**src/rtl/fifo_pkg.sv**
```systemverilog
// Shared types for the read-side byte packer: byte width, packer states and the
// partial-word keep mask helper.
package fifo_pkg;

   localparam int BYTE_W = 8;

   typedef enum logic [1:0] {
      S_IDLE = 2'd0,
      S_FILL = 2'd1,
      S_FULL = 2'd2
   } pk_state_e;

   // Low cnt bits set; cnt=8 wraps through 9 bits to give all ones.
   function automatic logic [7:0] keep_mask(input logic [3:0] cnt);
      logic [8:0] one_hot;
      one_hot = 9'd1 << cnt;
      return 8'(one_hot - 9'd1);
   endfunction

endpackage

```
**src/rtl/fifo_rd_packer_if.sv**
```systemverilog
// FIFO pop side, flush request and packed word stream of the byte packer.
// master = packer side, slave = FIFO / downstream / control side.
interface fifo_rd_packer_if #(parameter int BYTES = 4);
   import fifo_pkg::*;

   logic                      i_fifo_rempty;
   logic [BYTE_W-1:0]         i_fifo_rdata;
   logic                      o_fifo_rd;
   logic                      i_flush;
   logic                      o_word_valid;
   logic                      i_word_ready;
   logic [BYTE_W*BYTES-1:0]   o_word_data;
   logic [BYTES-1:0]          o_word_keep;
   logic                      o_busy;

   modport master (
      input  i_fifo_rempty, i_fifo_rdata, i_flush, i_word_ready,
      output o_fifo_rd, o_word_valid, o_word_data, o_word_keep, o_busy
   );

   modport slave (
      output i_fifo_rempty, i_fifo_rdata, i_flush, i_word_ready,
      input  o_fifo_rd, o_word_valid, o_word_data, o_word_keep, o_busy
   );

endinterface

```
**src/rtl/fifo_word_out_reg.sv**
```systemverilog
// One-entry valid/ready holding register for a packed word and its keep mask;
// load lands next cycle, contents frozen while valid & !ready, reload allowed on the transfer cycle.
module fifo_word_out_reg #(
   parameter int W = 32,
   parameter int K = 4
) (
   input  logic         i_rclk,
   input  logic         i_rreset,
   input  logic         load,
   input  logic [W-1:0] load_dat,
   input  logic [K-1:0] load_keep,
   input  logic         out_rdy,
   output logic         out_vld,
   output logic [W-1:0] out_dat,
   output logic [K-1:0] out_keep,
   output logic         slot_free
);

   assign slot_free = !out_vld || out_rdy;

   always_ff @(posedge i_rclk) begin
      if (i_rreset) begin
         out_vld  <= 1'b0;
         out_dat  <= '0;
         out_keep <= '0;
      end else if (load) begin
         out_vld  <= 1'b1;
         out_dat  <= load_dat;
         out_keep <= load_keep;
      end else if (out_vld && out_rdy) begin
         out_vld  <= 1'b0;
      end
   end

endmodule

```
**src/rtl/fifo_rd_packer.sv**
```systemverilog
// Pops bytes from a 1-cycle-latency FIFO and packs them LSB-lane-first into BYTES-wide words
// (last pop -> valid 3 cycles later); stalls pops when the output slot is held. FIFO_PACKER_TIMEOUT_EN adds idle auto-flush.
module fifo_rd_packer
   import fifo_pkg::*;
#(
   parameter int BYTES       = 4,
   parameter int TIMEOUT_CYC = 16
) (
   input  logic             i_rclk,
   input  logic             i_rreset,
   fifo_rd_packer_if.master bus
);

   localparam int CNT_W  = $clog2(BYTES + 1);
   localparam int WORD_W = BYTE_W * BYTES;
   localparam logic [CNT_W:0] BYTES_C = (CNT_W + 1)'(BYTES);

   if (BYTES < 2 || BYTES > 8 || TIMEOUT_CYC < 1 || TIMEOUT_CYC > 65535) begin : g_param_check
      $error("fifo_rd_packer: illegal BYTES or TIMEOUT_CYC");
   end

   pk_state_e          state, state_n;
   logic [CNT_W-1:0]   byte_cnt;
   logic               pend;
   logic               flush_req;
   logic [WORD_W-1:0]  asm_dat;
   logic               fifo_rd;
   logic               flush_done;
   logic               load_full;
   logic               load_flush;
   logic               load;
   logic [BYTES-1:0]   load_keep;
   logic               slot_free;
   logic               word_vld;
   logic               timeout_hit;

   always_ff @(posedge i_rclk) begin
      if (i_rreset) state <= S_IDLE;
      else          state <= state_n;
   end

   always_comb begin
      state_n    = state;
      // In-flight byte counts against capacity so a pop never overfills the word.
      fifo_rd    = !i_rreset && !bus.i_fifo_rempty && !flush_req && (state != S_FULL) &&
                   (({1'b0, byte_cnt} + {{CNT_W{1'b0}}, pend}) < BYTES_C);
      flush_done = flush_req && !pend && slot_free;
      load_full  = (state == S_FULL) && slot_free;
      load_flush = flush_done && (state == S_FILL);
      unique case (state)
         S_IDLE: if (pend) state_n = S_FILL;
         S_FILL: begin
            if (pend && byte_cnt == CNT_W'(BYTES - 1)) state_n = S_FULL;
            else if (flush_done)                       state_n = S_IDLE;
         end
         S_FULL: if (slot_free) state_n = S_IDLE;
         default: state_n = S_IDLE;
      endcase
   end

   assign load      = load_full || load_flush;
   assign load_keep = load_full ? {BYTES{1'b1}} : BYTES'(keep_mask(4'(byte_cnt)));

   always_ff @(posedge i_rclk) begin
      if (i_rreset) begin
         byte_cnt  <= '0;
         pend      <= 1'b0;
         flush_req <= 1'b0;
         asm_dat   <= '0;
      end else begin
         pend <= fifo_rd;
         // Clearing on load keeps unused lanes of a later partial word at zero.
         if (load) begin
            byte_cnt <= '0;
            asm_dat  <= '0;
         end else if (pend) begin
            for (int lane = 0; lane < BYTES; lane++) begin
               if (byte_cnt == CNT_W'(lane)) asm_dat[lane*BYTE_W +: BYTE_W] <= bus.i_fifo_rdata;
            end
            byte_cnt <= byte_cnt + 1'b1;
         end
         if (flush_req) begin
            if (flush_done) flush_req <= 1'b0;
         end else if (bus.i_flush || timeout_hit) begin
            flush_req <= 1'b1;
         end
      end
   end

`ifdef FIFO_PACKER_TIMEOUT_EN
   logic [15:0] idle_cnt;

   always_ff @(posedge i_rclk) begin
      if (i_rreset)                                   idle_cnt <= '0;
      else if (state == S_FILL && !pend && !flush_req) idle_cnt <= idle_cnt + 16'd1;
      else                                            idle_cnt <= '0;
   end

   assign timeout_hit = (idle_cnt == 16'(TIMEOUT_CYC));
`else
   assign timeout_hit = 1'b0;
`endif

   fifo_word_out_reg #(.W(WORD_W), .K(BYTES)) u_out_reg (
      .i_rclk    (i_rclk),
      .i_rreset  (i_rreset),
      .load      (load),
      .load_dat  (asm_dat),
      .load_keep (load_keep),
      .out_rdy   (bus.i_word_ready),
      .out_vld   (word_vld),
      .out_dat   (bus.o_word_data),
      .out_keep  (bus.o_word_keep),
      .slot_free (slot_free)
   );

   assign bus.o_fifo_rd    = fifo_rd;
   assign bus.o_word_valid = word_vld;
   assign bus.o_busy       = (byte_cnt != '0) || pend || flush_req || word_vld;

endmodule

```
**src/flat_wrapper.sv**
```systemverilog
// flat-port wrapper written by rule: the top's interface ports become plain ports
module fifo_rd_packer_flat import fifo_pkg::*;
#(
   parameter int BYTES       = 4,
   parameter int TIMEOUT_CYC = 16
)
  (i_rclk, i_rreset, bus_i_fifo_rempty, bus_i_fifo_rdata, bus_i_flush, bus_i_word_ready, bus_o_fifo_rd, bus_o_word_valid, bus_o_word_data, bus_o_word_keep, bus_o_busy);
  fifo_rd_packer_if #(.BYTES(BYTES)) bus_i ();
  input  logic i_rclk;
  input  logic i_rreset;
  input wire logic [$bits(bus_i.i_fifo_rempty)-1:0] bus_i_fifo_rempty;
  input wire logic [$bits(bus_i.i_fifo_rdata)-1:0] bus_i_fifo_rdata;
  input wire logic [$bits(bus_i.i_flush)-1:0] bus_i_flush;
  input wire logic [$bits(bus_i.i_word_ready)-1:0] bus_i_word_ready;
  output wire logic [$bits(bus_i.o_fifo_rd)-1:0] bus_o_fifo_rd;
  output wire logic [$bits(bus_i.o_word_valid)-1:0] bus_o_word_valid;
  output wire logic [$bits(bus_i.o_word_data)-1:0] bus_o_word_data;
  output wire logic [$bits(bus_i.o_word_keep)-1:0] bus_o_word_keep;
  output wire logic [$bits(bus_i.o_busy)-1:0] bus_o_busy;
  assign bus_i.i_fifo_rempty = bus_i_fifo_rempty;
  assign bus_i.i_fifo_rdata = bus_i_fifo_rdata;
  assign bus_i.i_flush = bus_i_flush;
  assign bus_i.i_word_ready = bus_i_word_ready;
  assign bus_o_fifo_rd = bus_i.o_fifo_rd;
  assign bus_o_word_valid = bus_i.o_word_valid;
  assign bus_o_word_data = bus_i.o_word_data;
  assign bus_o_word_keep = bus_i.o_word_keep;
  assign bus_o_busy = bus_i.o_busy;
  fifo_rd_packer #(.BYTES(BYTES), .TIMEOUT_CYC(TIMEOUT_CYC)) u_core (.i_rclk(i_rclk), .i_rreset(i_rreset), .bus(bus_i));
endmodule
```
**config.mk**
```make
export PLATFORM = sky130hd
export DESIGN_NAME = fifo_rd_packer_flat
export DESIGN_NICKNAME = d
export VERILOG_FILES = /design/src/rtl/fifo_pkg.sv /design/src/rtl/fifo_rd_packer_if.sv /design/src/rtl/fifo_word_out_reg.sv /design/src/rtl/fifo_rd_packer.sv /design/src/flat_wrapper.sv
export SDC_FILE = /design/constraint.sdc
export NUM_CORES = 1
export LEC_CHECK = 0
export CAP_MARGIN = 0
export CORE_ASPECT_RATIO = 0.75
export CORE_MARGIN = 2
export CORE_UTILIZATION = 40
export CTS_BUF_LIST = sky130_fd_sc_hd__clkbuf_2 sky130_fd_sc_hd__clkbuf_4 sky130_fd_sc_hd__clkbuf_8
export CTS_CLUSTER_SIZE = 10
export DETAILED_ROUTE_END_ITERATION = 7
export PLACE_DENSITY = 0.73
export SYNTH_ARGS = -nofsm -noshare
export SYNTH_HDL_FRONTEND = slang
export SYNTH_HIERARCHICAL = 1
export SYNTH_SLANG_ARGS = --single-unit
```
**constraint.sdc**
```tcl
create_clock -name i_rclk -period 1.45 [get_ports i_rclk]
set_input_delay 0.2175 -clock i_rclk [delete_from_list [all_inputs] [get_ports i_rclk]]
set_output_delay 0.2175 -clock i_rclk [all_outputs]
set_load 0.05 [all_outputs]
```
==> results_dict.tcl <==
set metrics [dict create \
    fin_ws_ps -193.6 \
    dp_hpwl_um 4607 \
    cts_buffer_depth 2 \
    synthesis.nets 306 \
    clock_skew_ps 7.753 \
    setup-tns-final_ps -3004 \
    hold_viol_final 0 \
    finalSetupViolations 46 \
    yosys.area.top_type "dfxtp_1" \
    fmax_mhz 608.4 \
    netlist.area_leader.share_pct 51.24 \
    clkLatencyLatePin_ps 350 \
    rows 27 \
    internal_power_mw 3.270 \
    yosys-top-cells-count "dfxtp_1, nor2_1, mux2i_1" \
    ff2ff_setup_slack_ps -190 \
    grtUsageTotal_pct 18.69 \
    die-area_um2 8135 \
    fin_nets 394 \
    yosysWarnings 6 \
    place.gp.congestion 0.8103 \
    tightest_slew_ps 380.8 \
    netlist_top_cells_area "dfxtp_1, mux2i_1, nor2_1" \
    slew_violations 0 \
    rsz0062_at_grt "true" \
    share_comb_of_total_power_pct 11.8 \
    drcViolationCount 0 \
    critPathRequiredTime_ps 1680 \
    cts_tree "built" \
    finalCritPeriodShare_pct 113.3 \
    cts_buffers 9 \
    finalCriticalPeriod_ps 1644 \
    ys.flop_type "dfxtp_1" \
    syn_inst 288 \
    criticalPathCategory "flip-flop to flip-flop" \
    diodes 0 \
    ys_seq_elements 76 \
    yosysMostFrequentCell "dfxtp_1" \
    grt_max_degree 30 \
    io_pins 52 \
    area_delta_synth_final_pct 62.12 \
    via_per_inst 4.932 \
    startpoint_type "flip-flop" \
    clkTransAtPathRegs_ps 80 \
    slew_headroom_pct 74.53 \
    sw_frac_of_total_pct 23.81 \
    htreeDepth 3 \
    fp.coreArea_um2 7263 \
    cts.sinks 76 \
    crit_arrival_ps 1880 \
    power_density_nw_per_um2 891.7 \
    violations "setup timing" \
    wl_per_cell_um 16.31 \
    dieWidth_um 103.5 \
    p_clk_share_pct 38.3 \
    synthArstFlopShare_pct 0 \
    die_h_um 78.61 \
    hold_class "primary input to flip-flop" \
    port_buffers 51 \
    hold_ws_ps 457.6 \
    end_kind "flip-flop" \
    root_buffer "clkbuf_8" \
    grt_pass1_vias 2338 \
    synth-seq-area-share_pct 51.24 \
    cp_max_fo 3 \
    avgSynthCellArea_um2 10.31 \
    grt_pass1_wl_um 11450 \
    status "complete, but fails checks" \
    fill_cells 529 \
    seq_area_um2 1541 \
    grt-ovfl-total 0 \
    power_switching_mw 1.022 \
    vias 2377 \
    multiInputGateArea_um2 1471 \
    hold_buffers 0 \
    synth_edf_count 0 \
    layout-drive-gt1-share_pct 37.27 \
    cellLeakagePower_nw 1.947 \
    synth_area_um2 2969 \
    ant_nets 0 \
    pwr-share-seq_pct 49.9 \
    yosysUniqueCellTypes 32 \
    peakVddDrop_uv 451.8 \
    drv_cap 0 \
    grt_antenna_before_repair 0 \
    first_iter_violations 127 \
    initial_core_util_pct 40.88 \
    routed_wl_um 7861 \
    dr.pass1.iters 5 \
]
-- path summary, 6_finish.rpt --
kind	end	startpoint	depth (start not counted)
max	u_core/u_out_reg/out_keep[3]	u_core/byte_cnt[0]	7
min	u_core/flush_req	bus_i_flush	3
max reg2reg	u_core/u_out_reg/out_keep[3]	u_core/byte_cnt[0]	7
min reg2reg	u_core/asm_dat[28]	u_core/asm_dat[28]	2
-- sequential cells by signal, indices dropped and copies added (netlist names) --
signal                     count
u_core/u_out_reg/out_keep      4
u_core/byte_cnt                3
u_core/asm_dat                32
u_core/u_out_reg/out_vld       1
u_core/u_out_reg/out_dat      32
u_core/flush_req               1
u_core/pend                    1
u_core/state                   2
-- critical path, cell delays in order (launching register included) --
cell and delay [ps]:
dfxtp_4 370, buf_12 130, ha_4 150, ha_4 150, or3_1 340, a22o_1 200, mux2i_1 130, nor2_1 50
-- cell families after synthesis --
| group | Yosys count | share of synthesized area (%) |
|---|---|---|
| compound gates | 21 | 5.225 |
| xor+xnor | 2 | 0.5901 |
| fa+ha+maj | 5 | 2.107 |
| buf+inv | 22 | 5.984 |
| flops | 76 | 51.24 |
| mux | 61 | 20.56 |
| simple gates | 101 | 14.29 |
-- per-layer routing --
layer | GRT usage (%) | up-vias | routed length [um]
met3 | 6.322 | 18 | 467
met1 | 24.77 | 1142 | 3488
met2 | 28.77 | 73 | 3708
met5 | 0 | - | 0
li1 | - | 1144 | -
met4 | 5.395 | 0 | 196
-- power groups by stage --
stage / sequential (mW) / clock, mW / combinational (mW)
2_1_floorplan: 2.19 / 0 / 0.219
3_3_place_gp: 2.19 / 0 / 0.388
3_5_place_dp: 2.19 / 0 / 0.395
4_1_cts: 2.14 / 1.68 / 0.438
5_1_grt: 2.14 / 1.76 / 0.535
6_report: 2.14 / 1.64 / 0.506
-- layout make-up --
class | instances | area share (%)
clock inverter | 4 | 0.9878
timing repair buffer | 94 | 30.00
multi-input combinational | 190 | 30.57
tap | 101 | 2.625
sequential | 76 | 32.02
inverter | 5 | 0.4939
clock buffer | 12 | 3.301
-- placed cells by master, fill, tap and decap left out, types with 7 or more instances in the layout --
cell              n
nor2_1           65
nand2_2           7
dfxtp_1          70
clkdlybuf4s50_1  12
buf_4            22
a21oi_2           9
mux2i_1          57
nand2_1          12
buf_12           47
buf_6             8
clkbuf_8         11
-- per-stage QoR --
stage	power [mW]	cell area [um2]	std cells	setup WS (ps)	utilization, %
CTS	4.254	4487	468	-186.9	61.77
floorplan	2.412	3005	288	7.279	-
finish	4.292	4813	482	-193.6	66.27
global placement	2.574	4138	448	-154.5	56.97
global route	4.435	4813	482	-232.6	66.27
detailed placement	2.584	4138	448	-198.7	56.97
-- timing repair --
action                     4_1_cts  5_1_grt
resized for setup               17       38
cloned                           1        5
pin swaps                        4       15
hold endpoints to repair         0        0
setup endpoints to repair        5       58
buffers inserted                 3        9
Note: power is estimated with default switching activity, not from simulation.
